<file path="src/rtl/lcd_pkg.sv">
// Shared constants, FSM state encoding and the PCD8544 init command list
// for the Nokia 5110 byte sequencer.
package lcd_pkg;

  localparam logic [7:0] FUNC_EXT    = 8'h21;
  localparam logic [7:0] FUNC_BASIC  = 8'h20;
  localparam logic [7:0] DISP_NORMAL = 8'h0C;
  localparam logic [7:0] SET_X       = 8'h80;
  localparam logic [7:0] SET_Y       = 8'h40;

  localparam int FB_BYTES = 504;
  localparam int FB_AW    = 9;
  localparam int INIT_LEN = 6;

  typedef enum logic [3:0] {
    ST_DELAY,
    ST_INIT,
    ST_IDLE,
    ST_SETX,
    ST_SETY,
    ST_FETCH,
    ST_SEND,
    ST_ISSUE,
    ST_HOLD,
    ST_WAITRDY
  } state_t;

  // Extended-set commands (VOP/TEMPC/BIAS) sit between FUNC_EXT and FUNC_BASIC.
  function automatic logic [7:0] init_cmd(input logic [2:0] idx,
                                          input logic [6:0] vop,
                                          input logic [2:0] bias,
                                          input logic [1:0] tempc);
    case (idx)
      3'd0:    init_cmd = FUNC_EXT;
      3'd1:    init_cmd = 8'h80 | {1'b0, vop};
      3'd2:    init_cmd = 8'h04 | {6'b0, tempc};
      3'd3:    init_cmd = 8'h10 | {5'b0, bias};
      3'd4:    init_cmd = FUNC_BASIC;
      default: init_cmd = DISP_NORMAL;
    endcase
  endfunction

endpackage

</file>
<file path="src/rtl/lcd_ctrl.sv">
// PCD8544 byte sequencer: power-up delay, init commands, then full-frame
// writes on request, one byte at a time through the SPI enable/ready handshake.
module lcd_ctrl
  import lcd_pkg::*;
#(
  parameter int unsigned INIT_DELAY = 16,
  parameter logic [6:0]  VOP        = 7'h31,
  parameter logic [2:0]  BIAS       = 3'd4,
  parameter logic [1:0]  TEMPC      = 2'd0
) (
  input  logic             clk,
  input  logic             nrst,
  input  logic             refresh,
  output logic             busy,
  output logic             frame_done,
  output logic [FB_AW-1:0] fb_addr,
  input  logic [7:0]       fb_data,
  output logic [7:0]       spi_data,
  output logic             spi_mode,
  output logic             spi_enable,
  input  logic             spi_ready
);

  localparam int CNT_W = (INIT_DELAY > 1) ? $clog2(INIT_DELAY) : 1;
  localparam logic [CNT_W-1:0] CNT_LAST  = CNT_W'(INIT_DELAY - 1);
  localparam logic [FB_AW-1:0] ADDR_LAST = FB_AW'(FB_BYTES - 1);
  localparam logic [2:0]       IDX_LAST  = 3'(INIT_LEN - 1);

  state_t             state_q;
  state_t             ret_q;
  logic [CNT_W-1:0]   cnt_q;
  logic [2:0]         idx_q;
  logic               busy_q;
  logic               frame_done_q;
  logic [FB_AW-1:0]   fb_addr_q;
  logic [7:0]         spi_data_q;
  logic               spi_mode_q;
  logic               spi_enable_q;
  logic               pending_q;

  always_ff @(posedge clk or negedge nrst) begin
    if (!nrst) begin
      state_q      <= ST_DELAY;
      ret_q        <= ST_INIT;
      cnt_q        <= '0;
      idx_q        <= '0;
      busy_q       <= 1'b1;
      frame_done_q <= 1'b0;
      fb_addr_q    <= '0;
      spi_data_q   <= '0;
      spi_mode_q   <= 1'b0;
      spi_enable_q <= 1'b0;
      pending_q    <= 1'b0;
    end else begin
      frame_done_q <= 1'b0;
      spi_enable_q <= 1'b0;
      if (refresh && busy_q) pending_q <= 1'b1;

      case (state_q)
        ST_DELAY: begin
          if (cnt_q == CNT_LAST) state_q <= ST_INIT;
          else                   cnt_q   <= cnt_q + 1'b1;
        end

        // Every byte-producing state issues only once the transmitter is idle
        // and remembers itself so WAITRDY knows where to resume.
        ST_INIT, ST_SETX, ST_SETY, ST_SEND: begin
          if (spi_ready) begin
            spi_enable_q <= 1'b1;
            ret_q        <= state_q;
            state_q      <= ST_ISSUE;
            case (state_q)
              ST_INIT: begin
                spi_data_q <= init_cmd(idx_q, VOP, BIAS, TEMPC);
                spi_mode_q <= 1'b1;
              end
              ST_SETX: begin
                spi_data_q <= SET_X;
                spi_mode_q <= 1'b1;
              end
              ST_SETY: begin
                spi_data_q <= SET_Y;
                spi_mode_q <= 1'b1;
              end
              default: begin
                spi_data_q <= fb_data;
                spi_mode_q <= 1'b0;
              end
            endcase
          end
        end

        ST_IDLE: begin
          if (refresh || pending_q) begin
            pending_q <= 1'b0;
            busy_q    <= 1'b1;
            state_q   <= ST_SETX;
          end
        end

        ST_FETCH: state_q <= ST_SEND;
        ST_ISSUE: state_q <= ST_HOLD;
        // Ready is ignored here: the transmitter is still capturing the byte.
        ST_HOLD:  state_q <= ST_WAITRDY;

        ST_WAITRDY: begin
          if (spi_ready) begin
            case (ret_q)
              ST_INIT: begin
                if (idx_q == IDX_LAST) begin
                  idx_q   <= '0;
                  busy_q  <= 1'b0;
                  state_q <= ST_IDLE;
                end else begin
                  idx_q   <= idx_q + 3'd1;
                  state_q <= ST_INIT;
                end
              end
              ST_SETX: state_q <= ST_SETY;
              ST_SETY: begin
                fb_addr_q <= '0;
                state_q   <= ST_FETCH;
              end
              default: begin
                if (fb_addr_q == ADDR_LAST) begin
                  fb_addr_q    <= '0;
                  frame_done_q <= 1'b1;
                  busy_q       <= 1'b0;
                  state_q      <= ST_IDLE;
                end else begin
                  fb_addr_q <= fb_addr_q + 1'b1;
                  state_q   <= ST_FETCH;
                end
              end
            endcase
          end
        end

        default: state_q <= ST_DELAY;
      endcase
    end
  end

  assign busy       = busy_q;
  assign frame_done = frame_done_q;
  assign fb_addr    = fb_addr_q;
  assign spi_data   = spi_data_q;
  assign spi_mode   = spi_mode_q;
  assign spi_enable = spi_enable_q;

endmodule

</file>
<file path="config.mk">
export PLATFORM = sky130hd
export DESIGN_NAME = lcd_ctrl
export DESIGN_NICKNAME = d
export VERILOG_FILES = /design/src/rtl/lcd_pkg.sv /design/src/rtl/lcd_ctrl.sv
export SDC_FILE = /design/constraint.sdc
export NUM_CORES = 1
export LEC_CHECK = 0
export CORE_ASPECT_RATIO = 2
export CORE_UTILIZATION = 48
export DETAILED_ROUTE_END_ITERATION = 6
export HOLD_SLACK_MARGIN = 0.08
export PLACE_DENSITY = 0.76
export SETUP_SLACK_MARGIN = 0.2
export SKIP_LAST_GASP = 1
export SYNTH_ARGS = -nofsm -noshare
export SYNTH_HDL_FRONTEND = slang
export SYNTH_SLANG_ARGS = --single-unit
</file>
<file path="constraint.sdc">
create_clock -name clk -period 1.5 [get_ports clk]
set_input_delay 0.45 -clock clk [delete_from_list [all_inputs] [get_ports clk]]
set_output_delay 0.45 -clock clk [all_outputs]
set_load 0.05 [all_outputs]
</file>
* Yosys cells after proc, flatten, opt, wreduce, memory -nomap -nowiden
Cells that the tools add are included.
** Word-level totals
- Output and inout bits :: 21
- Input bits :: 12
- Register bits :: 37
- RAM bits :: 0
- Word-level logic and storage cells :: 87
- Memories :: 0
- Latch bits :: 0
- ROM bits :: 0
** Cells by class
- Bitwise gates (word level) :: 2
- Div/mod/pow operators :: 0
- Shift operators :: 0
- Equal/unequal tests :: 26
- Magnitude comparators :: 0
- Reductions and logical operators :: 16
- Multiplexer cells :: 29
- $mul :: 0
- Add/subtract/negate cells :: 3
** Operators with widths (number)
- 8-bit case mux with 5 select lines :: 1
- 4-bit case mux with 7 select lines :: 1
- 8-bit case mux with 3 select lines :: 1
- 4-bit by 3-bit == test with 1-bit output, second input constant :: 5
- 9-bit case mux with 2 select lines :: 1
- 4-bit 2-to-1 mux :: 4
- 1-bit 2-to-1 mux :: 14
- 4-bit by 2-bit == test with 1-bit output, second input constant :: 3
- 4-bit == test, second input constant :: 3
- 4-bit case mux with 3 select lines :: 1
- 2-bit != test, second input constant :: 5
- 9-bit by 1-bit adder with 9-bit output, second input constant :: 1
- 9-bit == test, second input constant :: 1
- 9-bit 2-to-1 mux :: 1
- 4-bit by 1-bit == test with 1-bit output, second input constant :: 2
- 3-bit by 2-bit == test with 1-bit output, second input constant :: 2
- 3-bit == test, second input constant :: 2
- 3-bit 2-to-1 mux :: 2
- 3-bit != test, second input constant :: 2
- 3-bit AND reduction :: 2
- 6-bit AND reduction :: 1
- 3-bit OR reduction :: 2
- 4-bit by 1-bit adder with 4-bit output, second input constant :: 1
- 4-bit logical NOT :: 1
- other kinds (13) :: 17

* Logic depth before layout (Yosys ltp)
Gate-level depths: netlist of run 1.
- Depth in word-level cells :: 5
- Gate-level depth with buffers :: 6
- Mapped depth without buffers :: 5

* Least setup slack after synthesis of run 1
No wires, ideal clock.
- Kind :: flip-flop to flip-flop
- Start point :: register fb_addr_q[0] (netlist: fb_addr[0])
- End point :: register fb_addr_q[2] (netlist: fb_addr[2])
- Period minus slack after synthesis :: 1748 ps
- Setup slack :: -248 ps
- Library setup time :: 135 ps
- Data required time :: 1365 ps
- Path buffers :: 0
- Stages on the path, launching flop included :: 6
- Data arrival time :: 1613 ps
- Cells stage by stage :: dfrtp_1 > ha_1 > and4b_1 > a21oi_1 > nor2_1 > nor2_1
** On the way
- Longest elaborated chain between the ends :: 3
- Elaborated cells between the ends (all ways) :: 4
- Those cells by class :: 1 x add/sub; 1 x eq/ne; 2 x mux
** Ends and longest elaborated chain
- start: declaration :: RTL line lcd_ctrl.sv:35 : logic [FB_AW-1:0] fb_addr_q;
- start signal: assignment :: RTL line lcd_ctrl.sv:131 : fb_addr_q <= fb_addr_q + 1'b1;
- 9-bit by 1-bit adder with 9-bit output / 9-bit == test (equally long branches) :: RTL line lcd_ctrl.sv:131, lcd_ctrl.sv:125
- 9-bit 2-to-1 mux * :: RTL line lcd_ctrl.sv:125 : if (fb_addr_q == ADDR_LAST) begin
- 9-bit case mux with 2 select lines * :: RTL line lcd_ctrl.sv:108 : case (ret_q)
Every way passes the cells marked *; elsewhere a longest branch is shown, timed or not.
A chain may end at the register's enable or synchronous reset.

* Worst setup path after layout of run 1
- Start point :: register ret_q[0]
- End point :: register state_q[1]
** On the way
- Longest elaborated chain between the ends :: 4
- Elaborated cells between the ends (all ways) :: 6
- Those cells by class :: 3 x eq/ne; 3 x mux
** Ends and longest elaborated chain
- start: declaration :: RTL line lcd_ctrl.sv:30 : state_t ret_q;
- start signal: assignment :: RTL line lcd_ctrl.sv:70 : ret_q <= state_q;
- 4-bit by 3-bit == test with 1-bit output (tied with other cells) :: RTL line lcd_ctrl.sv:108
- 4-bit case mux with 3 select lines * :: RTL line lcd_ctrl.sv:108
- 4-bit 2-to-1 mux * :: RTL line lcd_ctrl.sv:107 : if (spi_ready) begin
- 4-bit case mux with 7 select lines * :: RTL line lcd_ctrl.sv:59 : case (state_q)
- end signal: assignment :: RTL line lcd_ctrl.sv:61 : if (cnt_q == CNT_LAST) state_q <= ST_INIT;
- end signal: assignment :: RTL line lcd_ctrl.sv:113 : state_q <= ST_IDLE;
- end signal: assignment :: RTL line lcd_ctrl.sv:116 : state_q <= ST_INIT;
- end: declaration :: RTL line lcd_ctrl.sv:29 : state_t state_q;
Every way passes the cells marked *; elsewhere a longest branch is shown, timed or not. The select of a mux whose other input is x is not followed.

==> summary.txt, run 1 <==
Routing
  • Routed wire length: 8270 um
  • Routed length per instance: 22.6 um
  • Via count: 2305
  • Final ANT Viol Nets: 0
  • DRT iter0 DRCs: 104
  • Vias/cell: 6.32
  • DRT Pass-1 Iters: 6
  • DRC: 0

Layout
  • Most frequent cells in the layout: buf_4, buf_12, nor2_1, dfrtp_1
  • Non-Filler Instances: 365
  • Nets: 328
  • # diodes: 0
  • P&R area growth vs syn: 78.6%
  • Most common cell after layout, fill and taps aside: buf_4
  • Ratio of cells with drive above 1 in the final layout: 0.538

CTS
  • Clock Pin Slew Worst Setup and Hold Paths: 0.08 ns
  • H-tree depth: 2
  • Root buf cell: clkbuf_8
  • Clock latency on the worst-skew pair: 0.31 ns
  • Clk buf depth: 2
  • Clock Sinks: 37
  • Cts bufs inserted: 5
  • Hold buffer count at CTS: 0
  • CTS tree: yes

Power
  • VDD IR max: 0.00194 V
  • Sw frac: 0.441
  • Combinational power share: 0.623
  • Leakage power: 0.00148 uW
  • Sequential fraction of design power: 0.265
  • Power per Cell Area: 1920 nW/um^2
  • P_sw: 3030 uW
  • Clk pwr share: 0.111
  • Int Pwr: 3840 uW

Floorplan
  • Core Area: 3920 um^2
  • Die height: 93.4 um
  • # rows: 32
  • IO Pins: 33
  • Die area: 4460 um^2
  • Die W: 47.7 um
  • Starting density of the core: 0.511

Placed design
  • GPL Wtd Cong: 0.846
  • DP Worst Slack: -0.491 ns
  • Input/output buffers: 32
  • Placed Cells: 328
  • HPWL after DPL: 4160 um

Logic synthesis
  • Post-synthesis net count: 230
  • Biggest area consumer among synthesized cells: dfrtp_1
  • Yosys warns: 0
  • Cell count after synthesis: 215
  • Main synth FF type: dfrtp_1
  • Syn avg cell area: 9.33 um^2
  • Number of flops mapped to enable cells by yosys: 0
  • Seq cells post-synth: 37
  • Sequential share of the synthesized area: 0.463
  • FFs w/ async S/R, synth: 1.00
  • Main area contributors after synthesis: dfrtp_1, nor2_1, a21oi_1, nand2_1, xnor2_1
  • Yosys cell types: 52
  • Top cell type's share of synthesized area: 0.436
  • Synth Cell Area: 2010 um^2

Worst setup path
  • Worst setup EP type: flip-flop
  • Required time of the critical path: 1.67 ns
  • Critical path arrival: 1.93 ns
  • Crit-path max FO: 5
  • Crit start category: flip-flop
  • Setup Crit Path Kind: reg2reg

Global route
  • GR Util All Layers: 0.323
  • Grt ovf: 0
  • First-pass GRT wire length: 10100 um
  • Vias in the first global route: 2143
  • Initial antenna violation count: 0
  • Pin count of the biggest net entering global routing: 38

STA
  • Setup Skew: 0.0145 ns
  • Fin. Hold Viols: 0
  • RSZ-0062 raised after global routing: true
  • Tmin final: 1.76 ns
  • Actual slew at the worst max-slew pin: 0.413 ns
  • Slew HR: 0.722
  • Fin. max-slew vios: 0
  • Fin crit share: 1.17
  • Fmax: 568 MHz
  • Final setup vio count: 22
  • Post-route setup slack: -0.259 ns

Min path
  • Hold Path Class: in2async

Flow run
  • Max-cap viol count: 0

Outcome
  • Status: complete, but fails checks
  • Failing checks: negative setup slack
synth_stat cells, drive strengths merged, types with 3 or more instances:
master,count
dfrtp,35
nor2,25
nand2,21
a21oi,18
nand3,10
o21ai,9
xnor2,8
nand4,7
nor4,7
clkbuf,6
inv,6
nor3,5
buf,3
ha,3
mux2,3
nor2b,3
nor4b,3
o31ai,3
metal layers:
metal  wire length (um)  vias to the layer above  track usage
met2               4480                      144        0.539
met3                459                       60       0.0714
met5                  0                        -            0
li1                   -                      976            -
met4                626                        0        0.188
met1               2700                     1125        0.345
area by class of cell:
class,instances,area (um^2)
Tap cell,51,63.8
Timing Repair Buffer,100,1130
Fill cell,143,340
Multi-Input combinational cell,163,1320
Sequential cell,37,948
Clock buffer,8,90.1
Inverter,6,27.5
flip-flops by register name, indices dropped and copies added (netlist names), 3 cells and up:
signal	count
spi_data	8
state_q	4
ret_q	4
fb_addr	9
cnt_q	4
idx_q	3
critical path: stages (launching register included):
cell	delay, ns
dfstp_2	0.60
or3b_4	0.46
a22oi_1	0.40
o22ai_1	0.16
power groups by stage:
stage,combinational [uW],sequential [uW],clock [uW]
6_report,4280,1820,765
5_1_grt,4480,1850,795
4_1_cts,3620,1760,749
3_5_place_dp,3430,1760,0
3_3_place_gp,3350,1760,0
2_1_floorplan,1390,2210,0
cell families (layout without fill, tap and decap cells):
| logic type | count (synthesis) | count (layout) | synth area share |
|---|---|---|---|
| AND/OR/NAND/NOR | 101 | 101 | 0.284 |
| XOR/XNOR | 10 | 10 | 0.0436 |
| adder cells (fa/ha/maj) | 4 | 4 | 0.0237 |
| flip-flops | 37 | 37 | 0.463 |
| AO/OA/AOI/OAI | 45 | 45 | 0.138 |
| multiplexers | 3 | 3 | 0.0168 |
| buffers and inverters | 15 | 114 | 0.0305 |
final timing paths:
path	start	end	slack (ns)	depth (start not counted)
worst max-delay path	ret_q[0]$_DFFE_PN1P_	state_q[1]$_DFFE_PN0P_	-0.26	3
worst min-delay path	nrst	fb_addr[4]$_DFFE_PN0P_	0.09	2
worst max register to register	ret_q[0]$_DFFE_PN1P_	state_q[1]$_DFFE_PN0P_	-0.26	3
worst min register to register	cnt_q[3]$_DFFE_PN0P_	cnt_q[3]$_DFFE_PN0P_	0.48	1
max in group asynchronous	nrst	ret_q[0]$_DFFE_PN1P_	1.14	2
min in group clk	cnt_q[3]$_DFFE_PN0P_	cnt_q[3]$_DFFE_PN0P_	0.48	1
per-stage QoR:
stage                     setup TNS [ns]  utilization  total power (uW)  hold WS [ns]  instance area [um^2]
after global placement            -10.65        0.773              5110         0.431                  3030
final                              -1.83        0.913              6860        0.0864                  3580
after detailed placement          -11.09        0.773              5190         0.432                  3030
after CTS                        -0.0613        0.846              6140         0.112                  3320
after global routing               -2.83        0.913              7120         0.110                  3580
after floorplan                  -0.0241            -              3600         0.154                  2210
repair_timing:
action	4_1_cts	5_1_grt
buffers inserted	17	12
pin swaps	4	23
resized for setup	19	42
setup endpoints to repair	55	55
(Power assumes the default switching activity.)
==> run 2, diff against run 1 <==
ABC_AREA = 0   (was unset)
==> results of run 2 <==
Final layout, timing and power as in run 1 (identical DEF).
==> run 3, diff against run 2 <==
PLACE_DENSITY = 0.88   (was 0.76)
==> summary.txt, run 3 <==
Placed design
  • GPL Wtd Cong: 0.853 (was 0.846)
  • Input/output buffers: 32 (unchanged)
  • DP Worst Slack: -0.456 ns (was -0.491 ns)
  • HPWL after DPL: 4390 um (was 4160 um)
  • Post-DP Area: 3010 um^2 (was 3030 um^2)

Logic synthesis
  • Mux cell area share after synthesis: 0.0168 (unchanged)
  • Synth Area in XOR/XNOR: 0.0436 (unchanged)
  • Post-synth top cells: dfrtp_1, nor2_1, nand2_1 (unchanged)
  • Syn avg cell area: 9.33 um^2 (unchanged)
  • Yosys cell types: 52 (unchanged)
  • Main synth FF type: dfrtp_1 (unchanged)
  • Largest family of logic cells by synthesized area: simple AND/OR/NAND/NOR gates (unchanged)
  • Yosys warns: 0 (unchanged)
  • Post-synthesis net count: 230 (unchanged)
  • Synth Cell Area: 2010 um^2 (unchanged)
  • Biggest area consumer among synthesized cells: dfrtp_1 (unchanged)
  • Top cell type's share of synthesized area: 0.436 (unchanged)
  • FFs w/ async S/R, synth: 1.00 (unchanged)
  • Cell count after synthesis: 215 (unchanged)
  • Number of flops mapped to enable cells by yosys: 0 (unchanged)
  • Synth Area in Compound Gates: 0.138 (unchanged)
  • Seq cells post-synth: 37 (unchanged)
  • Most common cell in the netlist: dfrtp_1 (unchanged)
  • Sequential share of the synthesized area: 0.463 (unchanged)
  • Post-synthesis simple-gate area fraction: 0.284 (unchanged)
  • Adder-cell share of the synthesized area: 0.0237 (unchanged)
  • Main area contributors after synthesis: dfrtp_1, nor2_1, a21oi_1, nand2_1, xnor2_1 (unchanged)

Global route
  • GR Util All Layers: 0.805
  • Grt ovf: 115
  • Pin count of the biggest net entering global routing: 24

Outcome
  • Last stage: global routing
  • Status: aborted with a tool error (was complete, but fails checks)
  • Err: [ERROR GRT-0232] Routing congestion too high. Check the congestion heatmap in the GUI.

STA
  • Worst ep type: sequential cell input
  • GR repair worst EP: fb_addr[8]$_DFFE_PN0P_/D

CTS
  • Cts bufs inserted: 5 (unchanged)
  • Clock Sinks: 37 (unchanged)
  • Clk buf depth: 2 (unchanged)
  • Root buf cell: clkbuf_8 (unchanged)
  • H-tree depth: 2 (unchanged)

Floorplan
  • IO Pins: 33 (unchanged)
  • # rows: 32 (unchanged)
  • Die height: 93.4 um (unchanged)
  • Die W: 47.7 um (unchanged)
  • Starting density of the core: 0.511 (unchanged)
run 3: repair_timing:
item                       4_1_cts
hold buffers                     1
setup endpoints to repair       56
setup buffers                   26
resized for setup               58
hold endpoints to repair        13
gates cloned                     1
pin swaps                       21
run 3: per-stage QoR:
stage               TNS (ns)   util  hold slack [ns]  std cells
floorplan            -0.0241      -            0.154        215
global placement      -10.75  0.766            0.377        326
detailed placement    -11.41  0.766            0.386        326
CTS                  -0.0323  0.898            0.485        362
run 3: layer usage:
layer | overflow | track usage
met1 | 0 | 0.779
met2 | 81 | 1.01
met3 | 3 | 0.502
met4 | 31 | 0.900
met5 | 0 | 0.0154
run 3: cell families after synthesis:
logic type / after synthesis
adders and majority gates: 4
xor gates and xnor gates: 10
buffers and inverters: 15
muxes: 3
AOI/OAI and AO/OA: 45
DFF: 37
and+or+nand+nor: 101
==> run 4, diff against run 3 <==
CORE_ASPECT_RATIO = unset   (was 2)
CORE_UTILIZATION = 35   (was 48)
HOLD_SLACK_MARGIN = unset   (was 0.08)
PLACE_DENSITY = unset   (was 0.88)
PLACE_DENSITY_LB_ADDON = 0.15   (was unset)
SETUP_SLACK_MARGIN = unset   (was 0.2)
clock period = 2 ns   (was 1.5 ns; I/O delays follow)
==> summary.txt, run 4 (synthesis gave the netlist of run 1 again) <==
Layout
  • # diodes: 0
  • Final instance area: 2620 um^2
  • Nets: 278
  • Most common cell after layout, fill and taps aside: dfrtp_1
  • P&R area growth vs syn: 30.5%
  • Most frequent cells in the layout: dfrtp_1, buf_4, nor2_1, nand2_1, a21oi_1
  • Ratio of cells with drive above 1 in the final layout: 0.231
  • FILL cells: 560
  • Largest register FFs: 9

Placed design
  • Input/output buffers: 32 (unchanged)
  • DP Worst Slack: -0.218 ns (was -0.456 ns)
  • HPWL after DPL: 3490 um (was 4390 um)
  • GPL Wtd Cong: 0.819 (was 0.853)
  • Post-DP Area: 2520 um^2 (was 3010 um^2)

Global route
  • Grt ovf: 0
  • First-pass GRT wire length: 8220 um
  • Pin count of the biggest net entering global routing: 20
  • Initial antenna violation count: 0
  • GR Util All Layers: 0.173
  • Vias in the first global route: 1631

Routing
  • Via count: 1746
  • DRT Pass-1 Iters: 4
  • Routed wire length: 4690 um
  • Final ANT Viol Nets: 0
  • DRT iter0 DRCs: 132
  • DRC: 0
  • Routed length per instance: 13.9 um
  • Vias/cell: 5.20

Worst setup path
  • CP Buf/Inv Count: 1
  • Critical Path Max Stage Delay: 0.54 ns
  • Setup Crit Path Kind: in2reg
  • Reg2reg path depth: 6
  • Crit start category: input pin
  • Critical R2R Launch: ret_q[0]$_DFFE_PN1P_
  • WP depth: 5
  • FF-to-FF End: fb_addr[4]$_DFFE_PN0P_
  • Delay-heaviest family, CP: simple AND/OR/NAND/NOR gates
  • Required time of the critical path: 2.22 ns
  • Critical path arrival: 2.17 ns
  • Crit-path cells: clkdlybuf4s50_1 -> and4bb_2 -> nand3_4 -> or4_4 -> a21oi_2
  • R2R setup slack: 0.21 ns
  • Crit path launch: spi_ready
  • Crit-path max FO: 3
  • Worst setup EP type: flip-flop
  • Crit path to: fb_addr[7]$_DFFE_PN0P_
  • Slowest cell on the critical path: clkdlybuf4s50_1

Floorplan
  • Die area: 6040 um^2
  • Die height: 77.7 um (was 93.4 um)
  • Core Area: 5510 um^2
  • Die W: 77.7 um (was 47.7 um)
  • IO Pins: 33 (unchanged)
  • Starting density of the core: 0.364 (was 0.511)
  • # rows: 27 (was 32)

Flow run
  • Max-cap viol count: 0

STA
  • Final setup vio count: 0
  • Post-route setup slack: 0.0536 ns
  • Fin crit share: 0.973
  • Fin. Hold Viols: 0
  • Tmin final: 1.95 ns
  • Fin. max-slew vios: 0
  • Actual slew at the worst max-slew pin: 0.500 ns
  • Hold_ws: 0.251 ns
  • RSZ-0062 raised after global routing: false
  • Slew HR: 0.662
  • Setup Skew: 0.00413 ns
  • Fmax: 514 MHz

CTS
  • Post-cts sizing count: 0 (was 58)
  • Clock Sinks: 37 (unchanged)
  • Root buf cell: clkbuf_8 (unchanged)
  • Hold buffer count at CTS: 0 (was 1)
  • Clk buf depth: 2 (unchanged)
  • Clock Pin Slew Worst Setup and Hold Paths: 0.07 ns
  • CTS tree: yes
  • Post-CTS Setup Repair Bufs: 0 (was 26)
  • Clock latency on the worst-skew pair: 0.29 ns
  • H-tree depth: 2 (unchanged)
  • Cts bufs inserted: 5 (unchanged)

Power
  • P_sw: 1630 uW
  • Clk pwr share: 0.159
  • Sequential fraction of design power: 0.348
  • Power per Cell Area: 1400 nW/um^2
  • Sw frac: 0.443
  • Leakage power: 0.00111 uW
  • Int Pwr: 2050 uW
  • VDD IR max: 0.000515 V
  • Final total power: 3680 uW
  • Combinational power share: 0.493

Min path
  • Hold Path Class: in2async

Outcome
  • Status: completed (was aborted with a tool error)
-- run 4: worst min path at each step --
stage                            start                      end  slack, ns  cells after the start
2_1_floorplan                     nrst     cnt_q[0]$_DFFE_PN0P_       0.30                      0
3_3_place_gp   spi_data[1]$_DFFE_PN0P_  spi_data[1]$_DFFE_PN0P_       0.45                      2
3_5_place_dp   spi_data[1]$_DFFE_PN0P_  spi_data[1]$_DFFE_PN0P_       0.47                      2
4_1_cts                           nrst     cnt_q[0]$_DFFE_PN0P_       0.26                      1
5_1_grt                           nrst     cnt_q[0]$_DFFE_PN0P_       0.28                      1
6_report                          nrst     cnt_q[1]$_DFFE_PN0P_       0.25                      1
-- run 4: power by group through the flow --
stage | Sequential (uW) | Combinational, uW | Clock (uW)
floorplan | 1620 | 852 | 0
global placement | 1290 | 1810 | 0
detailed placement | 1300 | 1820 | 0
finish | 1280 | 1810 | 586
CTS | 1280 | 1830 | 596
global route | 1340 | 1990 | 633
-- run 4: stage by stage --
step            util  cells  setup TNS [ns]
6_report       0.476    336               0
3_5_place_dp   0.457    328           -1.94
5_1_grt        0.476    336               0
4_1_cts        0.476    336               0
2_1_floorplan      -    215               0
3_3_place_gp   0.457    328           -1.60
-- run 4: layout make-up --
type,instances,area (um^2),share of cell area
Timing Repair Buffer,50,460,0.176
Clock inverter,1,5.00,0.00191
Sequential cell,37,928,0.354
Clock buffer,7,96.3,0.0368
Tap cell,72,90.1,0.0344
Multi-Input combinational cell,163,1020,0.388
Inverter,6,22.5,0.00860
-- run 4: layer usage --
layer / GRT usage / vias up / share of wire
met3: 0.0471 / 5 / 0.056
met2: 0.247 / 44 / 0.44
met4: 0.0604 / 0 / 0.011
li1: - / 878 / -
met5: 0 / - / 0
met1: 0.250 / 819 / 0.50
